==> config.mk <==
export PLATFORM = sky130hd
export DESIGN_NAME = labs_search_ctrl_flat
export DESIGN_NICKNAME = d
export VERILOG_FILES = /design/src/rtl/labs_pkg.sv /design/src/rtl/labs_search_ctrl_if.sv /design/src/rtl/labs_best_tracker.sv /design/src/rtl/labs_search_ctrl.sv /design/src/flat_wrapper.sv
export SDC_FILE = /design/constraint.sdc
export NUM_CORES = 1
export LEC_CHECK = 0
export CORE_MARGIN = 2
export CORE_UTILIZATION = 40
export CTS_CLUSTER_DIAMETER = 150
export DETAILED_ROUTE_END_ITERATION = 10
export GPL_TIMING_DRIVEN = 0
export SETUP_SLACK_MARGIN = 0.05
export SLEW_MARGIN = 20
export SYNTH_ARGS = -nofsm -noshare
export SYNTH_HDL_FRONTEND = slang
export SYNTH_SLANG_ARGS = --single-unit
==> constraint.sdc <==
create_clock -name clk -period 4.9 [get_ports clk]
set_clock_uncertainty 0.05 [all_clocks]
set_input_delay 0.49 -clock clk [delete_from_list [all_inputs] [get_ports clk]]
set_output_delay 0.49 -clock clk [all_outputs]
set_load 0.01 [all_outputs]
==> src/rtl/labs_pkg.sv <==
// rtl/labs_pkg.sv - shared types and constants for the LABS search controller
package labs_pkg;

   localparam int SEQ_WIDTH_DEF = 8;
   localparam int E_WIDTH_DEF   = 20;

   // Slice to E_WIDTH at the point of use; energies are assumed to be at most 32 bits.
   localparam logic [31:0] E_MAX = '1;

   typedef enum logic [1:0] {
      ST_IDLE,
      ST_RUN,
      ST_DRAIN,
      ST_DONE
   } state_e;

endpackage

==> src/rtl/labs_search_ctrl_if.sv <==
// rtl/labs_search_ctrl_if.sv - host and datapath signals of the LABS search controller
interface labs_search_ctrl_if #(
   parameter int SEQ_WIDTH = labs_pkg::SEQ_WIDTH_DEF,
   parameter int E_WIDTH   = labs_pkg::E_WIDTH_DEF,
   parameter int CNT_WIDTH = SEQ_WIDTH + 1
);
   logic                 i_start;
   logic                 i_abort;
   logic [SEQ_WIDTH-1:0] i_base;
   logic [CNT_WIDTH-1:0] i_count;
   logic                 o_busy;
   logic                 o_done;
   logic                 o_aborted;
   logic [SEQ_WIDTH-1:0] o_best_seq;
   logic [E_WIDTH-1:0]   o_best_e;
   logic [CNT_WIDTH-1:0] o_best_cnt;
   logic [CNT_WIDTH-1:0] o_result_cnt;
   logic [SEQ_WIDTH-1:0] o_pipe_seq;
   logic                 o_pipe_valid;
   logic [SEQ_WIDTH-1:0] i_pipe_seq;
   logic [E_WIDTH-1:0]   i_pipe_e;
   logic                 i_pipe_valid;

   modport master (
      output i_start, i_abort, i_base, i_count, i_pipe_seq, i_pipe_e, i_pipe_valid,
      input  o_busy, o_done, o_aborted, o_best_seq, o_best_e, o_best_cnt, o_result_cnt,
      input  o_pipe_seq, o_pipe_valid
   );

   modport slave (
      input  i_start, i_abort, i_base, i_count, i_pipe_seq, i_pipe_e, i_pipe_valid,
      output o_busy, o_done, o_aborted, o_best_seq, o_best_e, o_best_cnt, o_result_cnt,
      output o_pipe_seq, o_pipe_valid
   );

endinterface

==> src/rtl/labs_best_tracker.sv <==
// rtl/labs_best_tracker.sv - running minimum energy, its first sequence, tie and result counts
module labs_best_tracker
   import labs_pkg::*;
#(
   parameter int SEQ_WIDTH = SEQ_WIDTH_DEF,
   parameter int E_WIDTH   = E_WIDTH_DEF,
   parameter int CNT_WIDTH = SEQ_WIDTH + 1
) (
   input  logic                 clk,
   input  logic                 rst,
   input  logic                 clr_i,
   input  logic                 valid_i,
   input  logic [SEQ_WIDTH-1:0] seq_i,
   input  logic [E_WIDTH-1:0]   e_i,
   output logic [SEQ_WIDTH-1:0] best_seq_o,
   output logic [E_WIDTH-1:0]   best_e_o,
   output logic [CNT_WIDTH-1:0] best_cnt_o,
   output logic [CNT_WIDTH-1:0] result_cnt_o
);

   logic [SEQ_WIDTH-1:0] best_seq_q, best_seq_d;
   logic [E_WIDTH-1:0]   best_e_q, best_e_d;
   logic [CNT_WIDTH-1:0] best_cnt_q, best_cnt_d;
   logic [CNT_WIDTH-1:0] result_cnt_q, result_cnt_d;

   always_comb begin
      best_seq_d   = best_seq_q;
      best_e_d     = best_e_q;
      best_cnt_d   = best_cnt_q;
      result_cnt_d = result_cnt_q;
      if (clr_i) begin
         best_seq_d   = '0;
         best_e_d     = E_MAX[E_WIDTH-1:0];
         best_cnt_d   = '0;
         result_cnt_d = '0;
      end else if (valid_i) begin
         result_cnt_d = result_cnt_q + CNT_WIDTH'(1);
         // Ties keep the earliest sequence; only a strictly lower energy replaces it.
         if (e_i < best_e_q) begin
            best_seq_d = seq_i;
            best_e_d   = e_i;
            best_cnt_d = CNT_WIDTH'(1);
         end else if (e_i == best_e_q) begin
            best_cnt_d = best_cnt_q + CNT_WIDTH'(1);
         end
      end
   end

   always_ff @(posedge clk) begin
      if (rst) begin
         best_seq_q   <= '0;
         best_e_q     <= E_MAX[E_WIDTH-1:0];
         best_cnt_q   <= '0;
         result_cnt_q <= '0;
      end else begin
         best_seq_q   <= best_seq_d;
         best_e_q     <= best_e_d;
         best_cnt_q   <= best_cnt_d;
         result_cnt_q <= result_cnt_d;
      end
   end

   assign best_seq_o   = best_seq_q;
   assign best_e_o     = best_e_q;
   assign best_cnt_o   = best_cnt_q;
   assign result_cnt_o = result_cnt_q;

endmodule

==> src/rtl/labs_search_ctrl.sv <==
// rtl/labs_search_ctrl.sv - issues a contiguous candidate range into calc_e and drains its results
module labs_search_ctrl
   import labs_pkg::*;
#(
   parameter int SEQ_WIDTH = SEQ_WIDTH_DEF,
   parameter int E_WIDTH   = E_WIDTH_DEF,
   parameter int CNT_WIDTH = SEQ_WIDTH + 1
) (
   input logic               clk,
   input logic               rst,
   labs_search_ctrl_if.slave bus
);

   state_e               state_q, state_d;
   logic [SEQ_WIDTH-1:0] base_q, base_d;
   logic [SEQ_WIDTH-1:0] pseq_q, pseq_d;
   logic [CNT_WIDTH-1:0] count_q, count_d;
   logic [CNT_WIDTH-1:0] issued_q, issued_d;
   logic [CNT_WIDTH-1:0] inflight_q, inflight_d;
   logic                 pvalid_q, pvalid_d;
   logic                 aborted_q, aborted_d;
   logic                 busy, start_ok, ret;

   assign busy     = (state_q == ST_RUN) || (state_q == ST_DRAIN);
   assign start_ok = bus.i_start && ((state_q == ST_IDLE) || (state_q == ST_DONE));
   assign ret      = bus.i_pipe_valid && busy;

   always_comb begin
      state_d    = state_q;
      base_d     = base_q;
      pseq_d     = pseq_q;
      count_d    = count_q;
      issued_d   = issued_q;
      aborted_d  = aborted_q;
      pvalid_d   = 1'b0;
      // The candidate currently on o_pipe_valid is the issue counted this cycle.
      inflight_d = inflight_q + CNT_WIDTH'(pvalid_q) - CNT_WIDTH'(ret);
      case (state_q)
         ST_IDLE, ST_DONE: begin
            if (start_ok) begin
               base_d    = bus.i_base;
               count_d   = bus.i_count;
               aborted_d = 1'b0;
               issued_d  = '0;
               if (bus.i_count != '0) begin
                  state_d  = ST_RUN;
                  pvalid_d = 1'b1;
                  pseq_d   = bus.i_base;
                  issued_d = CNT_WIDTH'(1);
               end else begin
                  state_d = ST_DONE;
               end
            end
         end
         ST_RUN: begin
            if (bus.i_abort) begin
               aborted_d = 1'b1;
               state_d   = ST_DRAIN;
            end else if (issued_q == count_q) begin
               state_d = ST_DRAIN;
            end else begin
               pvalid_d = 1'b1;
               pseq_d   = base_q + issued_q[SEQ_WIDTH-1:0];
               issued_d = issued_q + CNT_WIDTH'(1);
            end
         end
         ST_DRAIN: begin
            if (bus.i_abort) begin
               aborted_d = 1'b1;
            end
            if (inflight_d == '0) begin
               state_d = ST_DONE;
            end
         end
         default: state_d = ST_IDLE;
      endcase
   end

   always_ff @(posedge clk) begin
      if (rst) begin
         state_q    <= ST_IDLE;
         base_q     <= '0;
         pseq_q     <= '0;
         count_q    <= '0;
         issued_q   <= '0;
         inflight_q <= '0;
         pvalid_q   <= 1'b0;
         aborted_q  <= 1'b0;
      end else begin
         state_q    <= state_d;
         base_q     <= base_d;
         pseq_q     <= pseq_d;
         count_q    <= count_d;
         issued_q   <= issued_d;
         inflight_q <= inflight_d;
         pvalid_q   <= pvalid_d;
         aborted_q  <= aborted_d;
      end
   end

   labs_best_tracker #(
      .SEQ_WIDTH (SEQ_WIDTH),
      .E_WIDTH   (E_WIDTH),
      .CNT_WIDTH (CNT_WIDTH)
   ) u_best (
      .clk          (clk),
      .rst          (rst),
      .clr_i        (start_ok),
      .valid_i      (ret),
      .seq_i        (bus.i_pipe_seq),
      .e_i          (bus.i_pipe_e),
      .best_seq_o   (bus.o_best_seq),
      .best_e_o     (bus.o_best_e),
      .best_cnt_o   (bus.o_best_cnt),
      .result_cnt_o (bus.o_result_cnt)
   );

   assign bus.o_busy       = busy;
   assign bus.o_done       = (state_q == ST_DONE);
   assign bus.o_aborted    = aborted_q;
   assign bus.o_pipe_seq   = pseq_q;
   assign bus.o_pipe_valid = pvalid_q;

endmodule

==> src/flat_wrapper.sv <==
// flat-port wrapper written by rule: the top's interface ports become plain ports
module labs_search_ctrl_flat import labs_pkg::*;
#(
   parameter int SEQ_WIDTH = SEQ_WIDTH_DEF,
   parameter int E_WIDTH   = E_WIDTH_DEF,
   parameter int CNT_WIDTH = SEQ_WIDTH + 1
)
  (clk, rst, bus_i_start, bus_i_abort, bus_i_base, bus_i_count, bus_i_pipe_seq, bus_i_pipe_e, bus_i_pipe_valid, bus_o_busy, bus_o_done, bus_o_aborted, bus_o_best_seq, bus_o_best_e, bus_o_best_cnt, bus_o_result_cnt, bus_o_pipe_seq, bus_o_pipe_valid);
  labs_search_ctrl_if #(.SEQ_WIDTH(SEQ_WIDTH), .E_WIDTH(E_WIDTH), .CNT_WIDTH(CNT_WIDTH)) bus_i ();
  input logic clk;
  input logic rst;
  input wire logic [$bits(bus_i.i_start)-1:0] bus_i_start;
  input wire logic [$bits(bus_i.i_abort)-1:0] bus_i_abort;
  input wire logic [$bits(bus_i.i_base)-1:0] bus_i_base;
  input wire logic [$bits(bus_i.i_count)-1:0] bus_i_count;
  input wire logic [$bits(bus_i.i_pipe_seq)-1:0] bus_i_pipe_seq;
  input wire logic [$bits(bus_i.i_pipe_e)-1:0] bus_i_pipe_e;
  input wire logic [$bits(bus_i.i_pipe_valid)-1:0] bus_i_pipe_valid;
  output wire logic [$bits(bus_i.o_busy)-1:0] bus_o_busy;
  output wire logic [$bits(bus_i.o_done)-1:0] bus_o_done;
  output wire logic [$bits(bus_i.o_aborted)-1:0] bus_o_aborted;
  output wire logic [$bits(bus_i.o_best_seq)-1:0] bus_o_best_seq;
  output wire logic [$bits(bus_i.o_best_e)-1:0] bus_o_best_e;
  output wire logic [$bits(bus_i.o_best_cnt)-1:0] bus_o_best_cnt;
  output wire logic [$bits(bus_i.o_result_cnt)-1:0] bus_o_result_cnt;
  output wire logic [$bits(bus_i.o_pipe_seq)-1:0] bus_o_pipe_seq;
  output wire logic [$bits(bus_i.o_pipe_valid)-1:0] bus_o_pipe_valid;
  assign bus_i.i_start = bus_i_start;
  assign bus_i.i_abort = bus_i_abort;
  assign bus_i.i_base = bus_i_base;
  assign bus_i.i_count = bus_i_count;
  assign bus_i.i_pipe_seq = bus_i_pipe_seq;
  assign bus_i.i_pipe_e = bus_i_pipe_e;
  assign bus_i.i_pipe_valid = bus_i_pipe_valid;
  assign bus_o_busy = bus_i.o_busy;
  assign bus_o_done = bus_i.o_done;
  assign bus_o_aborted = bus_i.o_aborted;
  assign bus_o_best_seq = bus_i.o_best_seq;
  assign bus_o_best_e = bus_i.o_best_e;
  assign bus_o_best_cnt = bus_i.o_best_cnt;
  assign bus_o_result_cnt = bus_i.o_result_cnt;
  assign bus_o_pipe_seq = bus_i.o_pipe_seq;
  assign bus_o_pipe_valid = bus_i.o_pipe_valid;
  labs_search_ctrl #(.SEQ_WIDTH(SEQ_WIDTH), .E_WIDTH(E_WIDTH), .CNT_WIDTH(CNT_WIDTH)) u_core (.clk(clk), .rst(rst), .bus(bus_i));
endmodule
==> metrics.md, run 1 <==
| Metric | Value |
|---|---|
| Syn Nets | just over 700 |
| Core footprint | around 13000 um2 |
| DIE WIDTH | 119 um |
| Most used DFF post-synth | dfxtp_1 |
| RSZ-0062 raised after global routing | no |
| Num rows | slightly above 40 |
| CTS tree | done |
| Hold depth | 2 |
| Maxcap violations | 0 |
| Root Buffer | clkbuf_16 |
| Die height | between 100 and 150 um |
| FMAX | ~240 MHz |
| Post-CTS setup buffer count | 0 |
| Unique masters post-synth | 68 |
| Seq/Total Area, Yosys | between 30 and 40% |
| Slowest-stage cell, CP | ha_1 |
| Crit path DAT | about 4.3 ns |
| Length of the first detailed-routing pass in iterations | 5 |
| Critical Path RT | just over 5 ns |
| Synthesized area per cell | approximately 8.5 um2 |
| Hold_ws | slightly above 0.4 ns |
| Final Routed Wirelength | approximately 14 mm |
| GRT Total Usage | a little over 20% |
| Skew-Pair Late Insertion Delay | between 0.3 and 0.4 ns |
| #FFs+latches synth | 93 |
| Top Ports | roughly 110 |
| Worst hold path class | reg -> reg |
| WP depth | 15 |
| Final setup viols | 0 |
| R2R Setup Slk | 0.80 ns |
| Antenna Nets Post-Route | 0 |
| P&R area growth vs syn | 29.5% |
| Largest net degree at the start of global routing | 16 |
| Initial Utilization | 41.4% |
| VDD IR max | ~0.3 mV |
| Fill cells | 1229 |
| Share of post-route cells with drive strength above 1 | roughly 6% |
| Mapped Cells | just over 600 |
| FF-to-FF Start | u_core.state_q[0] |
| Hpwl dp | 10.9 mm |
| GPL Wtd Cong | ~0.91 |
| Num CTS Buffers | 9 |
| Crit Reg-Reg Endpoint | u_core.state_q[1] |
| Max-slew violation count | 0 |
| Clock Path Buffers | 2 |
| Residual DRC | 0 |
| Final nets | 830 |
| Worst Hold Endpoint | u_core.base_q[3] |
| First-pass GRT wire length | around 24 mm |
| Worst Reg2Reg Path Length in Cells | 15 |
| Port Buf Inserts | 106 |
| Crit path buf inv count | 4 |
| Worst Max-Slew Pin Slew | 0.652 ns |
| H-tree depth | 3 |
| Vias/cell | around 5.4 |
| Cell Area, Synth | between 5000 and 6000 um2 |
| WL/cell | roughly 16 um |
| Post-synth EDFFs | 0 |
| CP startpoint kind | flop |
| Ratio of final minimum period to clock period | approximately 84% |
| Largest delay share family, worst path | adder cells |
| Crit Path Class | reg -> reg |
| Async SR Flop Fraction | 0% |
| Die area | ~14000 um2 |
| Yosys warnings | 0 |
| Initial antenna violation count | 0 |
| Initial drt markers | between 300 and 400 |
| Worst-path fanout max | 7 |
| Status | finished, final reports clean |
| GR Overflow Total | 0 |
| PostCTS Resize Cnt | 0 |
| DR vias | 4894 |
| Total Neg Setup Slack | 0 ns |
| Critical Path End Type | flop |
| Slowest cell delay on critical path | about 0.45 ns |
| Max-Slew Margin vs Limit | a little under three fifths |
| Clock transition at the registers of the reported paths | around 0.060 ns |
| Crit path cell chain | inv_1 > ha_1 > inv_1 > nand2_1 > clkinv_1 > ha_1 > inv_1 > ha_1 > fa_1 > a21oi_1 > o211ai_1 > a21oi_1 > nor4b_4 > a21o_2 > a311oi_2 |
| Number of global-route vias before repair | 4900 |
| Clock sinks | 93 |
| Hold_buf cts | 0 |
| N_diodes | 0 |
| Final Hold Violating Endpoints | 0 |
| Min-delay src | u_core.base_q[3] |
| Pwr/cell area | around 530 nW/um2 |
| Leakage | 2.78 nW |
| Min Tclk post-route | between 4 and 5 ns |
synthesized netlist by cell type (8+ instances only):
library cell,n,area [um2]
xnor2_1,10,87.6
dfxtp_1,93,1860
a211oi_1,8,60.1
clkbuf_1,14,52.6
o211ai_1,30,225
xor2_1,24,210
o21ai_0,19,95.1
ha_1,43,538
nor3_1,17,85.1
a21oi_1,45,225
nand2_1,52,195
inv_1,45,169
nand3_1,42,210
nor2_1,46,173
placed cells by master (no fill, tap or decap), types with 7 or more instances in the layout:
cell type / netlist / routed
clkdlybuf4s50_1: 0 / 106
dfxtp_1: 93 / 93
nand2_1: 52 / 52
nor2_1: 46 / 46
inv_1: 45 / 45
a21oi_1: 45 / 45
ha_1: 43 / 43
nand3_1: 42 / 42
o211ai_1: 30 / 30
xor2_1: 24 / 24
o21ai_0: 19 / 19
nor3_1: 17 / 17
clkbuf_1: 14 / 15
xnor2_1: 10 / 10
clkbuf_16: 0 / 9
a211oi_1: 8 / 8
nor2b_1: 7 / 7
mux2i_1: 7 / 7
a21o_1: 7 / 7
worst reg2reg max path: stages (launching register included):
cell,delay [ns]
dfxtp_1,0.42
inv_1,0.07
ha_1,0.45
inv_1,0.20
nand2_1,0.19
clkinv_1,0.28
ha_1,0.37
inv_1,0.04
ha_1,0.21
fa_1,0.44
a21oi_1,0.28
o211ai_1,0.18
a21oi_1,0.28
nor4b_4,0.09
a21o_2,0.23
a311oi_2,0.25
how the worst max path moves through the flow:
stage / startpoint / endpoint / slack (ns)
detailed placement: u_core.state_q[0] / u_core.state_q[1] / 0.79
finish: u_core.state_q[0] / u_core.state_q[1] / 0.80
global route: u_core.state_q[0] / u_core.state_q[1] / 0.51
global placement: u_core.state_q[0] / u_core.state_q[1] / 0.90
floorplan: u_core.state_q[0] / u_core.state_q[1] / 1.46
CTS: u_core.state_q[0] / u_core.state_q[1] / 0.74
flip-flops by register name, indices dropped and copies added, names as in the netlist, 9 cells and up:
register and cells:
u_core.count_q 9, u_core.inflight_q 9, u_core.issued_q 9, u_core.u_best.best_cnt_o 9, u_core.u_best.best_e_o 20, u_core.u_best.result_cnt_o 9
power breakdown:
group,switching [mW],internal [mW]
Clock,0.302,0.359
Sequential,0.110,0.932
Combinational,1.09,0.834
layout make-up:
type                       count  area, um2  area share [%]
buffer                        27        124            1.82
clock buffer                  11        243            3.56
clock inverter                 5       35.0           0.514
inverter                      48        180            2.64
multi-input combinational    450       3100            45.5
sequential                    93       1860            27.3
tap                          172        215            3.15
timing repair buffer         106       1060            15.6
kinds of logic after synthesis:
kind of cell	Yosys count	synth area share (%)
simple gates	208	20.0
compound gates	156	21.0
flops	93	35.3
buf+inv	75	5.77
fa+ha+maj	45	11.0
xor+xnor	34	5.65
mux	7	1.33
metrics by stage:
stage                     utilization [%]  power (mW)  worst slack, ns  cells  area (um2)
after floorplan                         -        2.37             1.46    618        5270
after global placement               51.4        2.93            0.901    896        6540
after detailed placement             51.4        2.97            0.788    896        6540
after CTS                            53.6        3.65            0.737    912        6820
after global routing                 53.6        3.91            0.509    912        6820
final                                53.6        3.63            0.797    912        6820
layer usage:
| metal | global-route usage, % | vias to the layer above | wire [um] |
|---|---|---|---|
| met3 | 3.91 | 20 | 657 |
| met2 | 33.5 | 102 | 6660 |
| met4 | 7.74 | 0 | 262 |
| li1 | - | 2447 | - |
| met5 | 0 | - | 0 |
| met1 | 27.2 | 2325 | 6610 |
(Power assumes the default switching activity.)
==> run 2: changes to the inputs <==
==> constraint.sdc (replaced) <==
create_clock -name clk -period 4.3 [get_ports clk]
set_clock_uncertainty 0.05 [all_clocks]
set_input_delay 0.43 -clock clk [delete_from_list [all_inputs] [get_ports clk]]
set_output_delay 0.43 -clock clk [all_outputs]
set_load 0.01 [all_outputs]
==> metrics.md, run 2 (synthesis results as in run 1) <==
| Metric | Value |
|---|---|
| Status | finished, final reports clean |
| Crit path DAT | around 4.2 ns |
| Crit Path Class | reg -> reg |
| Clock power frac | about 18% |
| Worst-path fanout max | 7 |
| Clock sinks | 93 |
| Vias/cell | ~5.4 |
| Layout Cells excl Fill | slightly above 900 |
| Num CTS Buffers | 9 |
| Length of the first detailed-routing pass in iterations | 5 |
| Final Routed Wirelength | between 10 and 15 mm |
| Skew-Pair Late Insertion Delay | about 0.35 ns |
| Critical path's most frequent cell | inv_1 |
| Worst hold path class | reg -> reg |
| Worst Max-Slew Pin Slew | 0.652 ns |
| GRT Total Usage | between 20% and 30% |
| RSZ-0062 raised after global routing | no |
| Final Hold Violating Endpoints | 0 |
| Core footprint | between 10000 and 15000 um2 |
| Residual DRC | 0 |
| Hpwl dp | approximately 11 mm |
| Crit path cell chain | inv_1 > ha_2 > inv_1 > nand2_1 > clkinvlp_4 > ha_1 > inv_1 > ha_1 > fa_1 > a21oi_1 > o211ai_1 > a21oi_1 > nor4b_4 > a21o_2 > a311oi_2 |
| GR Overflow Total | 0 |
| Post-CTS setup buffer count | 0 |
| Num rows | between 40 and 50 |
| Sequential share of power | 28.7% |
| Comb power frac | between 50% and 60% |
| Number of global-route vias before repair | 4900 |
| DIE WIDTH | roughly 120 um |
| Sw frac | ~41% |
| N_diodes | 0 |
| FMAX | between 200 and 300 MHz |
| P&R area growth vs syn | 29.6% |
| Placed cells | 896 |
| Final setup viols | 0 |
| Antenna Nets Post-Route | 0 |
| WL/cell | approximately 16 um |
| DR vias | 4888 |
| Critical Path RT | around 4.5 ns |
| Largest net degree at the start of global routing | 16 |
| Hold_ws | between 0.4 and 0.5 ns |
| H-tree depth | 3 |
| Max-slew violation count | 0 |
| Die area | ~14000 um2 |
| GPL Wtd Cong | 0.911 |
| CTS tree | done |
| Pwr/cell area | 607 nW/um2 |
| Max-Slew Margin vs Limit | roughly 55% |
| Clock transition at the registers of the reported paths | 0.06 ns |
| Slowest-stage cell, CP | fa_1 |
| Port Buf Inserts | approximately 110 |
| Min Tclk post-route | around 4 ns |
| VDD IR max | 0.340 mV |
| Top Ports | approximately 110 |
| First-pass GRT wire length | 23.9 mm |
| Largest register FFs | 20 |
| Hold_buf cts | 0 |
| Root Buffer | clkbuf_16 |
| Commonest non-fill, non-tap cell in the layout | clkdlybuf4s50_1 |
| Final nets | between 800 and 900 |
| NetSw | between 1.5 and 2 mW |
| Initial drt markers | 323 |
| Leakage | between 2 and 3 nW |
| Clock Path Buffers | 2 |
| Critical Path End Type | flop |
| Initial Utilization | 41.4% |
| Die height | between 100 and 150 um |
| Slowest cell delay on critical path | between 0.4 and 0.5 ns |
| Maxcap violations | 0 |
| Most frequent cells in the layout | 106 x clkdlybuf4s50_1, 93 x dfxtp_1, 52 x nand2_1 |
| Int Pwr | ~2.4 mW |
| CP startpoint kind | flop |
| Share of post-route cells with drive strength above 1 | 6.22% |
| Finished Core Util | a little over half |
| Total Neg Setup Slack | 0 ns |
| Initial antenna violation count | 0 |
| Tot Pwr | a little over 4 mW |
| Ratio of final minimum period to clock period | 92.7% |
==> run 2: cell types whose count changed in the layout (fill, tap and decap cells not counted) <==
cell / delta
ha_1: -1
clkinv_1: -1
clkinvlp_4: +1
ha_2: +1
==> run 2: routing by layer <==
metal | vias up | global-route usage (%) | wire length (um)
met2 | 102 | 33.5 | 6660
met3 | 20 | 3.91 | 645
met4 | 0 | 7.74 | 262
li1 | 2447 | - | -
met5 | - | 0 | 0
met1 | 2319 | 27.2 | 6620
==> run 2: metrics by stage <==
step                setup WS, ns  area (um2)
global route              0.0540        6830
floorplan                  0.855        5270
finish                     0.314        6830
global placement           0.301        6540
CTS                        0.137        6820
detailed placement         0.188        6540
==> run 2: final timing paths <==
check / startpoint / endpoint / slack (ns) / depth (start not counted)
setup reg to reg: u_core.state_q[0] / u_core.state_q[1] / 0.31 / 15
setup / recovery: u_core.state_q[0] / u_core.state_q[1] / 0.31 / 15
hold / removal: u_core.base_q[3] / u_core.base_q[3] / 0.41 / 2
hold reg to reg: u_core.base_q[3] / u_core.base_q[3] / 0.41 / 2
==> run 2: critical path, delay by kind of cell, from the launching register on <==
family          cells  cell delay [ns]
fa+ha+maj           4             1.40
compound gates      5             1.23
buf+inv             4             0.50
flops               1             0.42
simple gates        2             0.30
==> run 2: power by group through the flow <==
stage / Combinational, mW / Sequential (mW) / Clock (mW)
4_1_cts: 2.20 / 1.19 / 0.771
6_report: 2.20 / 1.19 / 0.753
2_1_floorplan: 1.47 / 1.23 / 0
3_5_place_dp: 2.18 / 1.21 / 0
5_1_grt: 2.44 / 1.21 / 0.805
3_3_place_gp: 2.14 / 1.20 / 0
==> run 2: final cells by class <==
class / instances / area [um2]
plain buffers: 27 / 124
clock buffers: 11 / 243
clock inverters: 5 / 35.0
fillers: 1228 / 5890
inverters: 48 / 184
multi-input cells: 450 / 3100
flip-flops and latches: 93 / 1860
well taps: 172 / 215
repair buffers: 106 / 1060
==> run 2: what timing repair did <==
| action | in CTS | in global routing |
|---|---|---|
| endpoints found under the hold margin | 0 | 0 |
| gates resized for setup | 0 | 2 |
| setup endpoints to repair | 0 | 2 |
==> run 3: changes to the inputs <==
--- a/config.mk
+++ b/config.mk
@@ -5,11 +5,14 @@
 export SDC_FILE = /design/constraint.sdc
 export NUM_CORES = 1
 export LEC_CHECK = 0
+export CELL_PAD_IN_SITES_DETAIL_PLACEMENT = 1
+export CELL_PAD_IN_SITES_GLOBAL_PLACEMENT = 2
 export CORE_MARGIN = 2
-export CORE_UTILIZATION = 40
+export CORE_UTILIZATION = 31
 export CTS_CLUSTER_DIAMETER = 150
 export DETAILED_ROUTE_END_ITERATION = 10
 export GPL_TIMING_DRIVEN = 0
+export PLACE_DENSITY_LB_ADDON = 0.1
 export SETUP_SLACK_MARGIN = 0.05
 export SLEW_MARGIN = 20
 export SYNTH_ARGS = -nofsm -noshare
==> metrics.md, run 3 (synthesis results as in run 1) <==
| Metric | Value |
|---|---|
| Status | finished, final reports clean |
| Crit path DAT | 4.17 ns |
| Critical Path RT | between 4 and 5 ns |
| Final setup viols | 0 |
| Hold depth | 2 |
| Hold_ws | 0.415 ns |
| Skew-Pair Late Insertion Delay | ~0.35 ns |
| DR vias | approximately 5000 |
| Commonest non-fill, non-tap cell in the layout | clkdlybuf4s50_1 |
| Initial drt markers | 108 |
| Ratio of final minimum period to clock period | 92.0% |
| Port Buf Inserts | 106 |
| H-tree depth | 3 |
| Length of the first detailed-routing pass in iterations | 5 |
| Initial Utilization | between 30% and 40% |
| Most frequent cells in the layout | 106 x clkdlybuf4s50_1, 93 x dfxtp_1, 51 x nand2_1 |
| Critical Path End Type | flop |
| Number of global-route vias before repair | about 5100 |
| Worst-path fanout max | 7 |
| Slowest cell delay on critical path | roughly 0.44 ns |
| First-pass GRT wire length | about 26 mm |
| Fill cells | 1941 |
| Die height | around 130 um |
| CTS tree | done |
| Antenna Nets Post-Route | 0 |
| Final Hold Violating Endpoints | 0 |
| Max-Slew Margin vs Limit | a little over half |
| Hpwl dp | approximately 13 mm |
| Hold_buf cts | 0 |
| Crit path cell chain | inv_1 > ha_1 > inv_1 > nand2_2 > clkinvlp_4 > ha_1 > inv_1 > ha_1 > fa_1 > a21oi_1 > o211ai_1 > a21oi_1 > nor4b_4 > a21o_2 > a311oi_2 |
| Sw frac | a little over two fifths |
| GPL Wtd Cong | about 0.8 |
| Clock sinks | 93 |
| Initial antenna violation count | 0 |
| Worst hold path class | reg -> reg |
| Clock power frac | 19.5% |
| Core footprint | between 15000 and 20000 um2 |
| Max-slew violation count | 0 |
| Residual DRC | 0 |
| Largest net degree at the start of global routing | 16 |
| R2R Setup Slk | between 0.3 and 0.4 ns |
| Largest register FFs | 20 |
| Clock transition at the registers of the reported paths | about 0.070 ns |
| DIE WIDTH | about 130 um |
| CP startpoint kind | flop |
| P&R area growth vs syn | 31.2% |
| WL/cell | about 17 um |
| RSZ-0062 raised after global routing | no |
| Clock Path Buffers | 2 |
| Worst Max-Slew Pin Slew | slightly above 0.7 ns |
| Vias/cell | roughly 5.2 |
| Crit Path Class | reg -> reg |
| Share of post-route cells with drive strength above 1 | approximately 6.2% |
| Pwr/cell area | between 600 and 700 nW/um2 |
| Num CTS Buffers | 9 |
| Leakage | about 2.8 nW |
| Num rows | 47 |
| Die area | roughly 18000 um2 |
| Root Buffer | clkbuf_16 |
| Maxcap violations | 0 |
| Slowest-stage cell, CP | fa_1 |
| Final Routed Wirelength | around 16 mm |
| Final nets | 830 |
| VDD IR max | between 0.15 and 0.2 mV |
| N_diodes | 0 |
| Worst Reg2Reg Path Length in Cells | 15 |
| FMAX | ~250 MHz |
| GR Overflow Total | 0 |
| Int Pwr | 2.49 mW |
| Top Ports | 108 |
| NetSw | approximately 1.8 mW |
| Total Neg Setup Slack | 0 ns |
| Comb power frac | a little over half |
| Min Tclk post-route | around 4.0 ns |
| Sequential share of power | between 20 and 30% |
| GRT Total Usage | 18.0% |
-- run 3: power by group through the flow --
stage          sequential (mW)  clock, mW  combinational, mW
6_report                  1.19      0.830               2.24
2_1_floorplan             1.23          0               1.47
3_3_place_gp              1.20          0               2.19
5_1_grt                   1.22      0.887               2.49
4_1_cts                   1.20      0.862               2.26
3_5_place_dp              1.21          0               2.25
-- run 3: metal layers --
layer	up-vias	wire, um	track usage [%]
li1	2455	-	-
met1	2436	7220	22.4
met2	74	7980	31.6
met3	16	499	2.68
met4	0	282	6.32
met5	-	0	0
-- run 3: metrics by stage --
stage	cell area, um2	power, mW	utilization [%]	setup WS, ns	std cells
floorplan	5270	2.70	-	0.855	618
global placement	6600	3.40	39.8	0.257	944
detailed placement	6600	3.46	39.8	0.190	944
CTS	6910	4.32	41.6	0.171	960
global route	6910	4.60	41.7	0.0733	960
finish	6910	4.26	41.7	0.345	960
-- run 3: final cells by class --
class / instances / area [um2] / share of cell area [%]
clock buffers: 11 / 243 / 3.51
repair buffers: 106 / 1060 / 15.3
plain buffers: 27 / 124 / 1.79
well taps: 220 / 275 / 3.98
inverters: 48 / 184 / 2.66
clock inverters: 5 / 60.1 / 0.869
multi-input cells: 450 / 3100 / 44.9
flip-flops and latches: 93 / 1860 / 26.9
-- run 3: worst paths after layout --
path / start / to
hold / removal: u_core.base_q[3] / u_core.base_q[3]
hold reg to reg: u_core.base_q[3] / u_core.base_q[3]
setup / recovery: u_core.state_q[0] / u_core.state_q[1]
setup reg to reg: u_core.state_q[0] / u_core.state_q[1]
-- run 3: timing repair --
action	in CTS	in global routing
resized for setup	0	2
setup endpoints to repair	0	2
buffers inserted	0	0
-- run 3: critical path, delay by kind of cell, from the launching register on --
family          cells  cell delay [ns]
buf+inv             4             0.49
flops               1             0.41
simple gates        2             0.27
fa+ha+maj           4             1.40
compound gates      5             1.24
